$ cat config.mk
export PLATFORM = sky130hd
export DESIGN_NAME = apb_pwm_deadtime_flat
export DESIGN_NICKNAME = d
export VERILOG_FILES = /design/src/rtl/apb_pwm_deadtime_if.sv /design/src/rtl/apb_pwm_deadtime.sv /design/src/flat_wrapper.sv
export SDC_FILE = /design/constraint.sdc
export NUM_CORES = 1
export LEC_CHECK = 0
export BUFFER_PORTS_ARGS = -buffer_cell sky130_fd_sc_hd__buf_2
export CORE_AREA = 5 5 105 117
export CTS_CLUSTER_DIAMETER = 60
export CTS_CLUSTER_SIZE = 40
export DETAILED_ROUTE_END_ITERATION = 10
export DIE_AREA = 0 0 110 122
export GPL_ROUTABILITY_DRIVEN = 0
export PLACE_DENSITY = 0.71
export SLEW_MARGIN = 10
export SYNTH_ARGS = -nofsm -noshare
export SYNTH_HDL_FRONTEND = slang
export SYNTH_SLANG_ARGS = --single-unit
$ cat constraint.sdc
create_clock -name HCLK -period 5.3 [get_ports HCLK]
set_clock_uncertainty 0.05 [all_clocks]
set_input_delay 0.53 -clock HCLK [delete_from_list [all_inputs] [get_ports HCLK]]
set_output_delay 0.53 -clock HCLK [all_outputs]
set_load 0.02 [all_outputs]
$ cat src/rtl/apb_pwm_deadtime_if.sv
// APB request/response bundle for the dead-time PWM block.
interface apb_pwm_deadtime_if #(
    parameter int APB_ADDR_WIDTH = 12
) ();
    logic [APB_ADDR_WIDTH-1:0] PADDR;
    logic [31:0]               PWDATA;
    logic                      PWRITE;
    logic                      PSEL;
    logic                      PENABLE;
    logic [31:0]               PRDATA;
    logic                      PREADY;
    logic                      PSLVERR;

    modport master (
        output PADDR, PWDATA, PWRITE, PSEL, PENABLE,
        input  PRDATA, PREADY, PSLVERR
    );

    modport slave (
        input  PADDR, PWDATA, PWRITE, PSEL, PENABLE,
        output PRDATA, PREADY, PSLVERR
    );
endinterface

$ cat src/rtl/apb_pwm_deadtime.sv
// Complementary high/low gate drive with programmable rise/fall dead time
// per channel, configured over a zero-wait-state APB register file.
//
// state  | meaning
// IDLE   | channel disabled, both drives off
// DEAD_R | rising dead time counting down before high-side turns on
// HIGH   | high-side drive on
// DEAD_F | falling dead time counting down before low-side turns on
// LOW    | low-side drive on
module apb_pwm_deadtime #(
    parameter int APB_ADDR_WIDTH = 12,
    parameter int PWM_CNT        = 4
) (
    input  logic               HCLK,
    input  logic               HRESET,
    apb_pwm_deadtime_if.slave  apb,
    input  logic [PWM_CNT-1:0] pwm_i,
    output logic [PWM_CNT-1:0] pwm_hi_o,
    output logic [PWM_CNT-1:0] pwm_lo_o
);
    typedef enum logic [2:0] {
        S_IDLE   = 3'd0,
        S_DEAD_R = 3'd1,
        S_HIGH   = 3'd2,
        S_DEAD_F = 3'd3,
        S_LOW    = 3'd4
    } state_t;

    logic [PWM_CNT-1:0]        r_ctrl;
    logic [15:0]               r_deadtime;
    logic [PWM_CNT-1:0]        r_status;

    logic [APB_ADDR_WIDTH-1:0] w_paddr;
    logic [1:0]                w_addr;
    logic                      w_access;
    logic                      w_wr;
    logic [PWM_CNT-1:0]        w_sts_set;
    logic [PWM_CNT-1:0]        w_sts_clr;
    logic [31:0]               w_rdata;
    logic [7:0]                w_rise;
    logic [7:0]                w_fall;
    logic                      w_unused;

    assign w_paddr  = apb.PADDR;
    assign w_addr   = w_paddr[3:2];
    assign w_access = apb.PSEL & apb.PENABLE;
    assign w_wr     = w_access & apb.PWRITE;
    assign w_rise   = r_deadtime[7:0];
    assign w_fall   = r_deadtime[15:8];
    assign w_unused = &{1'b0, w_paddr, apb.PWDATA};

    assign w_sts_clr = (w_wr && w_addr == 2'd2) ? apb.PWDATA[PWM_CNT-1:0] : '0;

    always_ff @(posedge HCLK) begin
        if (HRESET) begin
            r_ctrl     <= '0;
            r_deadtime <= '0;
            r_status   <= '0;
        end else begin
            if (w_wr && w_addr == 2'd0) r_ctrl <= apb.PWDATA[PWM_CNT-1:0];
            if (w_wr && w_addr == 2'd1) r_deadtime <= apb.PWDATA[15:0];
            // a new short-pulse event beats a simultaneous W1C of the same bit
            r_status <= (r_status & ~w_sts_clr) | w_sts_set;
        end
    end

    always_comb begin
        w_rdata = '0;
        if (apb.PSEL && !apb.PWRITE && !HRESET) begin
            case (w_addr)
                2'd0:    w_rdata[PWM_CNT-1:0] = r_ctrl;
                2'd1:    w_rdata[15:0]        = r_deadtime;
                2'd2:    w_rdata[PWM_CNT-1:0] = r_status;
                default: w_rdata              = '0;
            endcase
        end
    end

    assign apb.PRDATA  = w_rdata;
    assign apb.PREADY  = 1'b1;
    assign apb.PSLVERR = w_access & (w_addr == 2'd3) & ~HRESET;

    for (genvar k = 0; k < PWM_CNT; k++) begin : g_ch
        state_t     r_state;
        logic [7:0] r_cnt;
        logic       r_hi;
        logic       r_lo;

        // outputs are registered from the next state so they change with it
        always_ff @(posedge HCLK) begin
            if (HRESET || !r_ctrl[k]) begin
                r_state <= S_IDLE;
                r_cnt   <= 8'd0;
                r_hi    <= 1'b0;
                r_lo    <= 1'b0;
            end else begin
                r_hi <= 1'b0;
                r_lo <= 1'b0;
                case (r_state)
                    S_IDLE: begin
                        if (pwm_i[k]) begin
                            r_state <= S_DEAD_R;
                            r_cnt   <= w_rise;
                        end else begin
                            r_state <= S_DEAD_F;
                            r_cnt   <= w_fall;
                        end
                    end
                    S_DEAD_R: begin
                        if (!pwm_i[k]) begin
                            r_state <= S_DEAD_F;
                            r_cnt   <= w_fall;
                        end else if (r_cnt == 8'd0) begin
                            r_state <= S_HIGH;
                            r_hi    <= 1'b1;
                        end else begin
                            r_cnt <= r_cnt - 8'd1;
                        end
                    end
                    S_HIGH: begin
                        if (!pwm_i[k]) begin
                            r_state <= S_DEAD_F;
                            r_cnt   <= w_fall;
                        end else begin
                            r_hi <= 1'b1;
                        end
                    end
                    S_DEAD_F: begin
                        if (pwm_i[k]) begin
                            r_state <= S_DEAD_R;
                            r_cnt   <= w_rise;
                        end else if (r_cnt == 8'd0) begin
                            r_state <= S_LOW;
                            r_lo    <= 1'b1;
                        end else begin
                            r_cnt <= r_cnt - 8'd1;
                        end
                    end
                    S_LOW: begin
                        if (pwm_i[k]) begin
                            r_state <= S_DEAD_R;
                            r_cnt   <= w_rise;
                        end else begin
                            r_lo <= 1'b1;
                        end
                    end
                    default: begin
                        r_state <= S_IDLE;
                        r_cnt   <= 8'd0;
                    end
                endcase
            end
        end

        // input reversed before the dead time expired: pulse too short to pass
        assign w_sts_set[k] = r_ctrl[k] &
                              (((r_state == S_DEAD_R) & ~pwm_i[k]) |
                               ((r_state == S_DEAD_F) &  pwm_i[k]));
        assign pwm_hi_o[k]  = r_hi;
        assign pwm_lo_o[k]  = r_lo;
    end
endmodule

$ cat src/flat_wrapper.sv
// flat-port wrapper written by rule: the top's interface ports become plain ports
module apb_pwm_deadtime_flat 
#(
    parameter int APB_ADDR_WIDTH = 12,
    parameter int PWM_CNT        = 4
)
  (HCLK, HRESET, pwm_i, pwm_hi_o, pwm_lo_o, apb_PADDR, apb_PWDATA, apb_PWRITE, apb_PSEL, apb_PENABLE, apb_PRDATA, apb_PREADY, apb_PSLVERR);
  apb_pwm_deadtime_if #(.APB_ADDR_WIDTH(APB_ADDR_WIDTH)) apb_i ();
  input  logic HCLK;
  input  logic HRESET;
  input  logic [PWM_CNT-1:0] pwm_i;
  output logic [PWM_CNT-1:0] pwm_hi_o;
  output logic [PWM_CNT-1:0] pwm_lo_o;
  input wire logic [$bits(apb_i.PADDR)-1:0] apb_PADDR;
  input wire logic [$bits(apb_i.PWDATA)-1:0] apb_PWDATA;
  input wire logic [$bits(apb_i.PWRITE)-1:0] apb_PWRITE;
  input wire logic [$bits(apb_i.PSEL)-1:0] apb_PSEL;
  input wire logic [$bits(apb_i.PENABLE)-1:0] apb_PENABLE;
  output wire logic [$bits(apb_i.PRDATA)-1:0] apb_PRDATA;
  output wire logic [$bits(apb_i.PREADY)-1:0] apb_PREADY;
  output wire logic [$bits(apb_i.PSLVERR)-1:0] apb_PSLVERR;
  assign apb_i.PADDR = apb_PADDR;
  assign apb_i.PWDATA = apb_PWDATA;
  assign apb_i.PWRITE = apb_PWRITE;
  assign apb_i.PSEL = apb_PSEL;
  assign apb_i.PENABLE = apb_PENABLE;
  assign apb_PRDATA = apb_i.PRDATA;
  assign apb_PREADY = apb_i.PREADY;
  assign apb_PSLVERR = apb_i.PSLVERR;
  apb_pwm_deadtime #(.APB_ADDR_WIDTH(APB_ADDR_WIDTH), .PWM_CNT(PWM_CNT)) u_core (.HCLK(HCLK), .HRESET(HRESET), .apb(apb_i), .pwm_i(pwm_i), .pwm_hi_o(pwm_hi_o), .pwm_lo_o(pwm_lo_o));
endmodule
==> flow_summary.toml, run 1 <==
[worst_setup_path]
cpPeakStageDelay_ns = 0.77
critical_path_class = "flip-flop to flip-flop"
rr_startpoint = "u_core.g_ch[3].r_state[1]$_SDFFE_PP0P_"
endpoint_kind = "flip-flop"
crit_start = "u_core.g_ch[3].r_state[1]$_SDFFE_PP0P_"
start_kind = "flip-flop"
crit_slowest_cell = "dfxtp_1"
path_max_fanout = 20
cp.required_ns = 5.49
path_cells = "xnor2_1 -> nor3_1 -> and2_1 -> a21oi_1 -> nor4_1"
crit_arrival_ns = 2.60

[synthesis]
synth_top_area_share_pct = 28.5
synth-edff-count = 0
synth_top_cell_by_area = "dfxtp_1"
synth_top_cells_by_area = "dfxtp_1 29%, a21oi_1 7.2%, nand2_1 5.0%, nor2_1 4.6%, buf_4 3.7%"
yosys-top-cells-count = "77 x a21oi_1, 76 x dfxtp_1, 71 x nand2_1, 66 x nor2_1, 36 x clkbuf_1"
synthesis.area_um2 = 5330
ys_ff_latch = 76
synth_most_common_cell = "a21oi_1"
synth_warnings = 0
ys_async_sr_fraction_pct = 0
netlist_instances = 726
synthDistinctLibCells = 68
ys_seq_area_share_pct = 28.5
ys.flop_type = "dfxtp_1"
synth_area_per_cell_um2 = 7.35

[detailed_routing]
totalWireLength_um = 15300
drc = 0
vias = 5461
vias_per_cell = 6.15
drtAntennaViolNets = 0
avgRoutedWirePerCell_um = 17.3
drt_iter0_drc = 711
firstDrtPassIters = 6

[clock_tree]
clk_latency_ns = 0.34
post_cts_buffers = 0
cts.path.max_buffers = 2
cts_buffers = 9
clockRootBuffer = "clkbuf_16"
clk_pin_slew_ns = 0.06
tritoncts = "done"
cts_sinks = 76
htree_levels = 3
cts-hold-fix-buffers = 0
cts_resized = 0

[hold_path]
min_path_type = "input pin to flip-flop"
worstHoldStart = "apb_PWDATA[6]"

[floorplan]
fp.dieH_um = 122
die_area_um2 = 13400
rows = 41
start_util_pct = 47.9
core-area_um2 = 11100
die_width_um = 110
io_pins = 95

[power_and_ir_drop]
power_uw = 1350
p_per_area_nw_per_um2 = 234
power.leakage_uw = 0.00213
vdd_drop_max_mv = 0.158

[final_layout]
diodes = 0
nets = 794
utilization_pct = 51.9
drive_above_1_share_pct = 11.7
area_delta_synth_final_pct = 8.37

[placed_design]
dp_slack_ns = 2.93
hpwl_um = 10900
portBuffers = 51

[timing]
fin_crit_ns = 2.41
rsz0062_at_grt = "no"
drv_slew = 0
hold_viol = 0
fin_ws_ns = 2.89
finalCritPeriodShare_pct = 45.5
whs_ns = 0.372
relSlewSlack_pct = 34.2
final-setup-viol-count = 0
tightest_slew_ns = 0.983
tns_ns = 0
max_clock_freq_mhz = 415

[grt]
grt-ovfl-total = 0
grtUsageTotal_pct = 23.1
grt_pass1_vias = 4961
grt_max_degree = 29
grt_pass1_wl_um = 24800
antenna_found_initial = 0

[flow_run]
cap_violations = 0

[status]
status = "finished, final reports clean"
## power by group
group / internal (uW) / switching [uW] / total (uW)
sequential: 573 / 7.62 / 581
combinational: 23.8 / 56.0 / 79.9
clock: 430 / 259 / 689
## layer usage
| metal | global-route usage (%) | wire [um] | vias up |
|---|---|---|---|
| met5 | 0 | 0 | - |
| met4 | 7.95 | 405 | 0 |
| met3 | 4.29 | 1490 | 40 |
| met2 | 36.8 | 7090 | 281 |
| met1 | 31.2 | 6340 | 2520 |
| li1 | - | - | 2620 |
## cell type report
class	instances	area [um2]
Multi-Input combinational cell	571	3390
Timing Repair Buffer	51	255
Tap cell	150	188
Clock inverter	6	95.1
Sequential cell	76	1520
Fill cell	1074	5350
Inverter	24	90.1
Clock buffer	10	239
## sequential cells by signal, summed over array words and instances, names as in the netlist
register / count
u_core.g_ch.r_cnt: 32
u_core.r_deadtime: 16
u_core.g_ch.r_state: 12
u_core.g_ch.r_hi: 4
u_core.g_ch.r_lo: 4
u_core.r_ctrl: 4
u_core.r_status: 4
## kinds of logic after synthesis
| family | after synthesis | synth area share (%) |
|---|---|---|
| mux | 16 | 3.03 |
| buf+inv | 94 | 9.03 |
| compound gates | 217 | 26.8 |
| simple gates | 304 | 29.2 |
| xor+xnor | 9 | 1.48 |
| other cells | 2 | 0.141 |
| flops | 76 | 28.5 |
| fa+ha+maj | 8 | 1.88 |
## worst paths after layout
check        cells after the start                              endpoint  slack, ns
max reg2reg                      5  u_core.g_ch[3].r_cnt[5]$_SDFFE_PP0P_       2.89
min reg2reg                      2  u_core.g_ch[0].r_cnt[5]$_SDFFE_PP0P_       0.44
min                              3     u_core.r_deadtime[6]$_SDFFE_PP0P_       0.37
max                              5  u_core.g_ch[3].r_cnt[5]$_SDFFE_PP0P_       2.89
## worst max-delay path, delay by kind of cell, from the launching register on
kind             cells  cell delay, ns
flip-flops           1            0.77
AND/OR/NAND/NOR      3            1.12
XOR/XNOR             1            0.24
AO/OA/AOI/OAI        1            0.11
## layout by cell type, fill, tap and decap left out, types with 4 or more instances in the layout
master and n:
a211oi_1 6, a21boi_0 4, a21o_1 7, a21oi_1 77, a221oi_1 9, a22oi_1 10
a311oi_1 7, a31oi_1 10, a32oi_1 5, and2_1 14, and3_1 5, buf_2 51
clkbuf_16 9, conb_1 17, dfxtp_1 76, ha_1 8, inv_1 23, mux2i_1 15
nand2_1 71, nand2b_1 14, nand3_1 30, nand3b_1 4, nor2_1 66, nor2b_1 22
nor3_1 31, nor3b_1 5, nor4_1 10, nor4b_1 5, o21ai_0 33, o22ai_1 11
o2bb2ai_1 7, o32ai_1 7, or2_2 7, xor2_1 7
## through the flow
step	instances	instance area [um2]
after floorplan	741	5390
after global placement	872	5450
after detailed placement	872	5450
after CTS	888	5780
after global routing	888	5780
final	888	5780
(Power assumes the default switching activity.)
==> inputs of run 2 (changes only) <==
--- a/config.mk
+++ b/config.mk
@@ -12,7 +12,7 @@
 export DETAILED_ROUTE_END_ITERATION = 10
 export DIE_AREA = 0 0 110 122
 export GPL_ROUTABILITY_DRIVEN = 0
-export PLACE_DENSITY = 0.71
+export PLACE_DENSITY = 0.74
 export SLEW_MARGIN = 10
 export SYNTH_ARGS = -nofsm -noshare
 export SYNTH_HDL_FRONTEND = slang
==> constraint.sdc (replaced) <==
create_clock -name HCLK -period 2.05 [get_ports HCLK]
set_clock_uncertainty 0.05 [all_clocks]
set_input_delay 0.205 -clock HCLK [delete_from_list [all_inputs] [get_ports HCLK]]
set_output_delay 0.205 -clock HCLK [all_outputs]
set_load 0.02 [all_outputs]
==> run 2 against run 1 <==
Compared with the run above: global-route usage rose by 0.40 points; cell count grew 5.3%; power increased by 140%; critical endpoint is now u_core.g_ch[2].r_cnt[2]$_SDFFE_PP0P_; largest power group is now sequential cells.
==> flow_summary.toml, run 2 (synthesis results as in run 1) <==
[status]
status = "finished, final reports clean"

[final_layout]
fill_cells = 1033
layout_commonest_cell = "a21oi_1"
largest_reg_flops = 32
multiInputGateArea_um2 = 3430
drive_above_1_share_pct = 18.1
reg.largest.list = "u_core.g_ch.r_cnt: 32 flops, u_core.r_deadtime: 16 flops, u_core.g_ch.r_state: 12 flops"
nets = 841
regArea_um2 = 1530
regMostFlops = "u_core.g_ch.r_cnt"
utilization_pct = 54.9
area_delta_synth_final_pct = 14.6
final_cell_mix = "77 x a21oi_1, 72 x dfxtp_1, 71 x nand2_1"
diodes = 0

[grt]
grt_max_degree = 20
grt_pass1_wl_um = 25300
grtUsageTotal_pct = 23.5
antenna_found_initial = 0
grt_pass1_vias = 5353
grt-ovfl-total = 0

[detailed_routing]
totalWireLength_um = 16000
wl_met1_um = 6430
firstDrtPassIters = 5
wl_met3_um = 1510
vias = 5744
vias_per_cell = 6.14
avgRoutedWirePerCell_um = 17.1
drc = 0
highest_layer = "met4"
wl_met2_um = 7350
drtAntennaViolNets = 0
drt_iter0_drc = 582

[worst_setup_path]
crit_slowest_cell = "or4_4"
critical_path_class = "flip-flop to flip-flop"
rr_startpoint = "u_core.g_ch[2].r_cnt[3]$_SDFFE_PP0P_"
reg2reg_slack_ns = 0.06
path_max_fanout = 10
timing.rr.end = "u_core.g_ch[2].r_cnt[2]$_SDFFE_PP0P_"
start_kind = "flip-flop"
cpLargestDelayFamily = "simple AND/OR/NAND/NOR gates"
endpoint = "u_core.g_ch[2].r_cnt[2]$_SDFFE_PP0P_"
crit_start = "u_core.g_ch[2].r_cnt[3]$_SDFFE_PP0P_"
crit_cells = 5
endpoint_kind = "flip-flop"
path_buf_inv = 0
cp.required_ns = 2.22
path_cells = "or4_4 -> nor4b_4 -> nor2_2 -> a221oi_1 -> nor3_1"
crit_arrival_ns = 2.16
cpPeakStageDelay_ns = 0.57
reg2reg_depth = 5

[clock_tree]
tritoncts = "done"
clk_latency_ns = 0.34
clk_pin_slew_ns = 0.06
cts_sinks = 76
cts.path.max_buffers = 2
htree_levels = 3
clockRootBuffer = "clkbuf_16"
cts_buffers = 9

[timing]
tightest_slew_ns = 0.575
whs_ns = 0.0563
rsz0062_at_grt = "yes"
max_clock_freq_mhz = 501
tns_ns = 0
finalCritPeriodShare_pct = 97.3
relSlewSlack_pct = 61.6
drv_slew = 0
hold_viol = 0
fin_crit_ns = 1.99
final-setup-viol-count = 0

[floorplan]
rows = 41
start_util_pct = 47.9
core-area_um2 = 11100
fp.dieH_um = 122
die_width_um = 110
die_area_um2 = 13400
io_pins = 95

[flow_run]
cap_violations = 0

[hold_path]
min_path_type = "input pin to flip-flop"
hold-path-cell-count = 3
worstHoldStart = "apb_PWDATA[11]"

[placed_design]
portBuffers = 51
hpwl_um = 11600

[power_and_ir_drop]
power_uw = 3190
power.leakage_uw = 0.00234
vdd_drop_max_mv = 0.293
p_per_area_nw_per_um2 = 522
==> run 2: cell types whose count changed in the layout (fill, tap and decap cells not counted), moves of 2 or more <==
cell	previous run	this run
buf_4	0	47
bufinv_16	2	0
clkinv_2	0	2
dfxtp_1	76	72
dfxtp_2	0	4
or4_1	3	1
or4_4	1	3
==> run 2: routing by layer <==
| metal | track usage, % | vias to the layer above |
|---|---|---|
| met5 | 0 | - |
| met4 | 13.0 | 0 |
| met3 | 4.08 | 72 |
| met2 | 37.7 | 334 |
| met1 | 29.6 | 2625 |
| li1 | - | 2713 |
==> run 2: where the power goes <==
part	total, uW	internal [uW]	leakage, uW	switching, uW
Sequential	1500	1480	0.000614	16.3
Clock	1470	818	0.000124	649
Combinational	226	73.6	0.00160	152
==> run 2: cell type report <==
class	count	share of cell area [%]
Tap cell	150	3.07
Timing Repair Buffer	98	9.95
Clock inverter	6	0.676
Clock buffer	10	3.75
Multi-Input combinational cell	571	56.1
Sequential cell	76	25.0
Inverter	24	1.47
==> run 2: tightest hold or removal path: stages <==
cell and delay (ns):
buf_2 0.10, nand2_1 0.04, a21oi_1 0.05
==> run 2: worst min path at each step <==
stage / slack [ns] / endpoint
6_report: 0.06 / u_core.r_deadtime[11]$_SDFFE_PP0P_
5_1_grt: 0.06 / u_core.r_deadtime[10]$_SDFFE_PP0P_
4_1_cts: 0.05 / u_core.r_deadtime[11]$_SDFFE_PP0P_
3_5_place_dp: 0.41 / u_core.r_deadtime[11]$_SDFFE_PP0P_
3_3_place_gp: 0.40 / u_core.r_deadtime[11]$_SDFFE_PP0P_
2_1_floorplan: 0.29 / u_core.r_deadtime[13]$_SDFFE_PP0P_
==> run 2: what timing repair did <==
item,in CTS,in global routing
gates resized for setup,0,14
buffers inserted,0,1
endpoints found under the setup margin,0,17
hold buffers,0,0
==> run 2: per-stage QoR <==
step,cells,area [um2],setup slack (ns)
after floorplan,741,5390,0.0236
after global placement,918,5790,0.0698
after detailed placement,918,5790,0.0348
after CTS,934,6060,0.00580
after global routing,935,6110,-0.0143
final,935,6110,0.0552
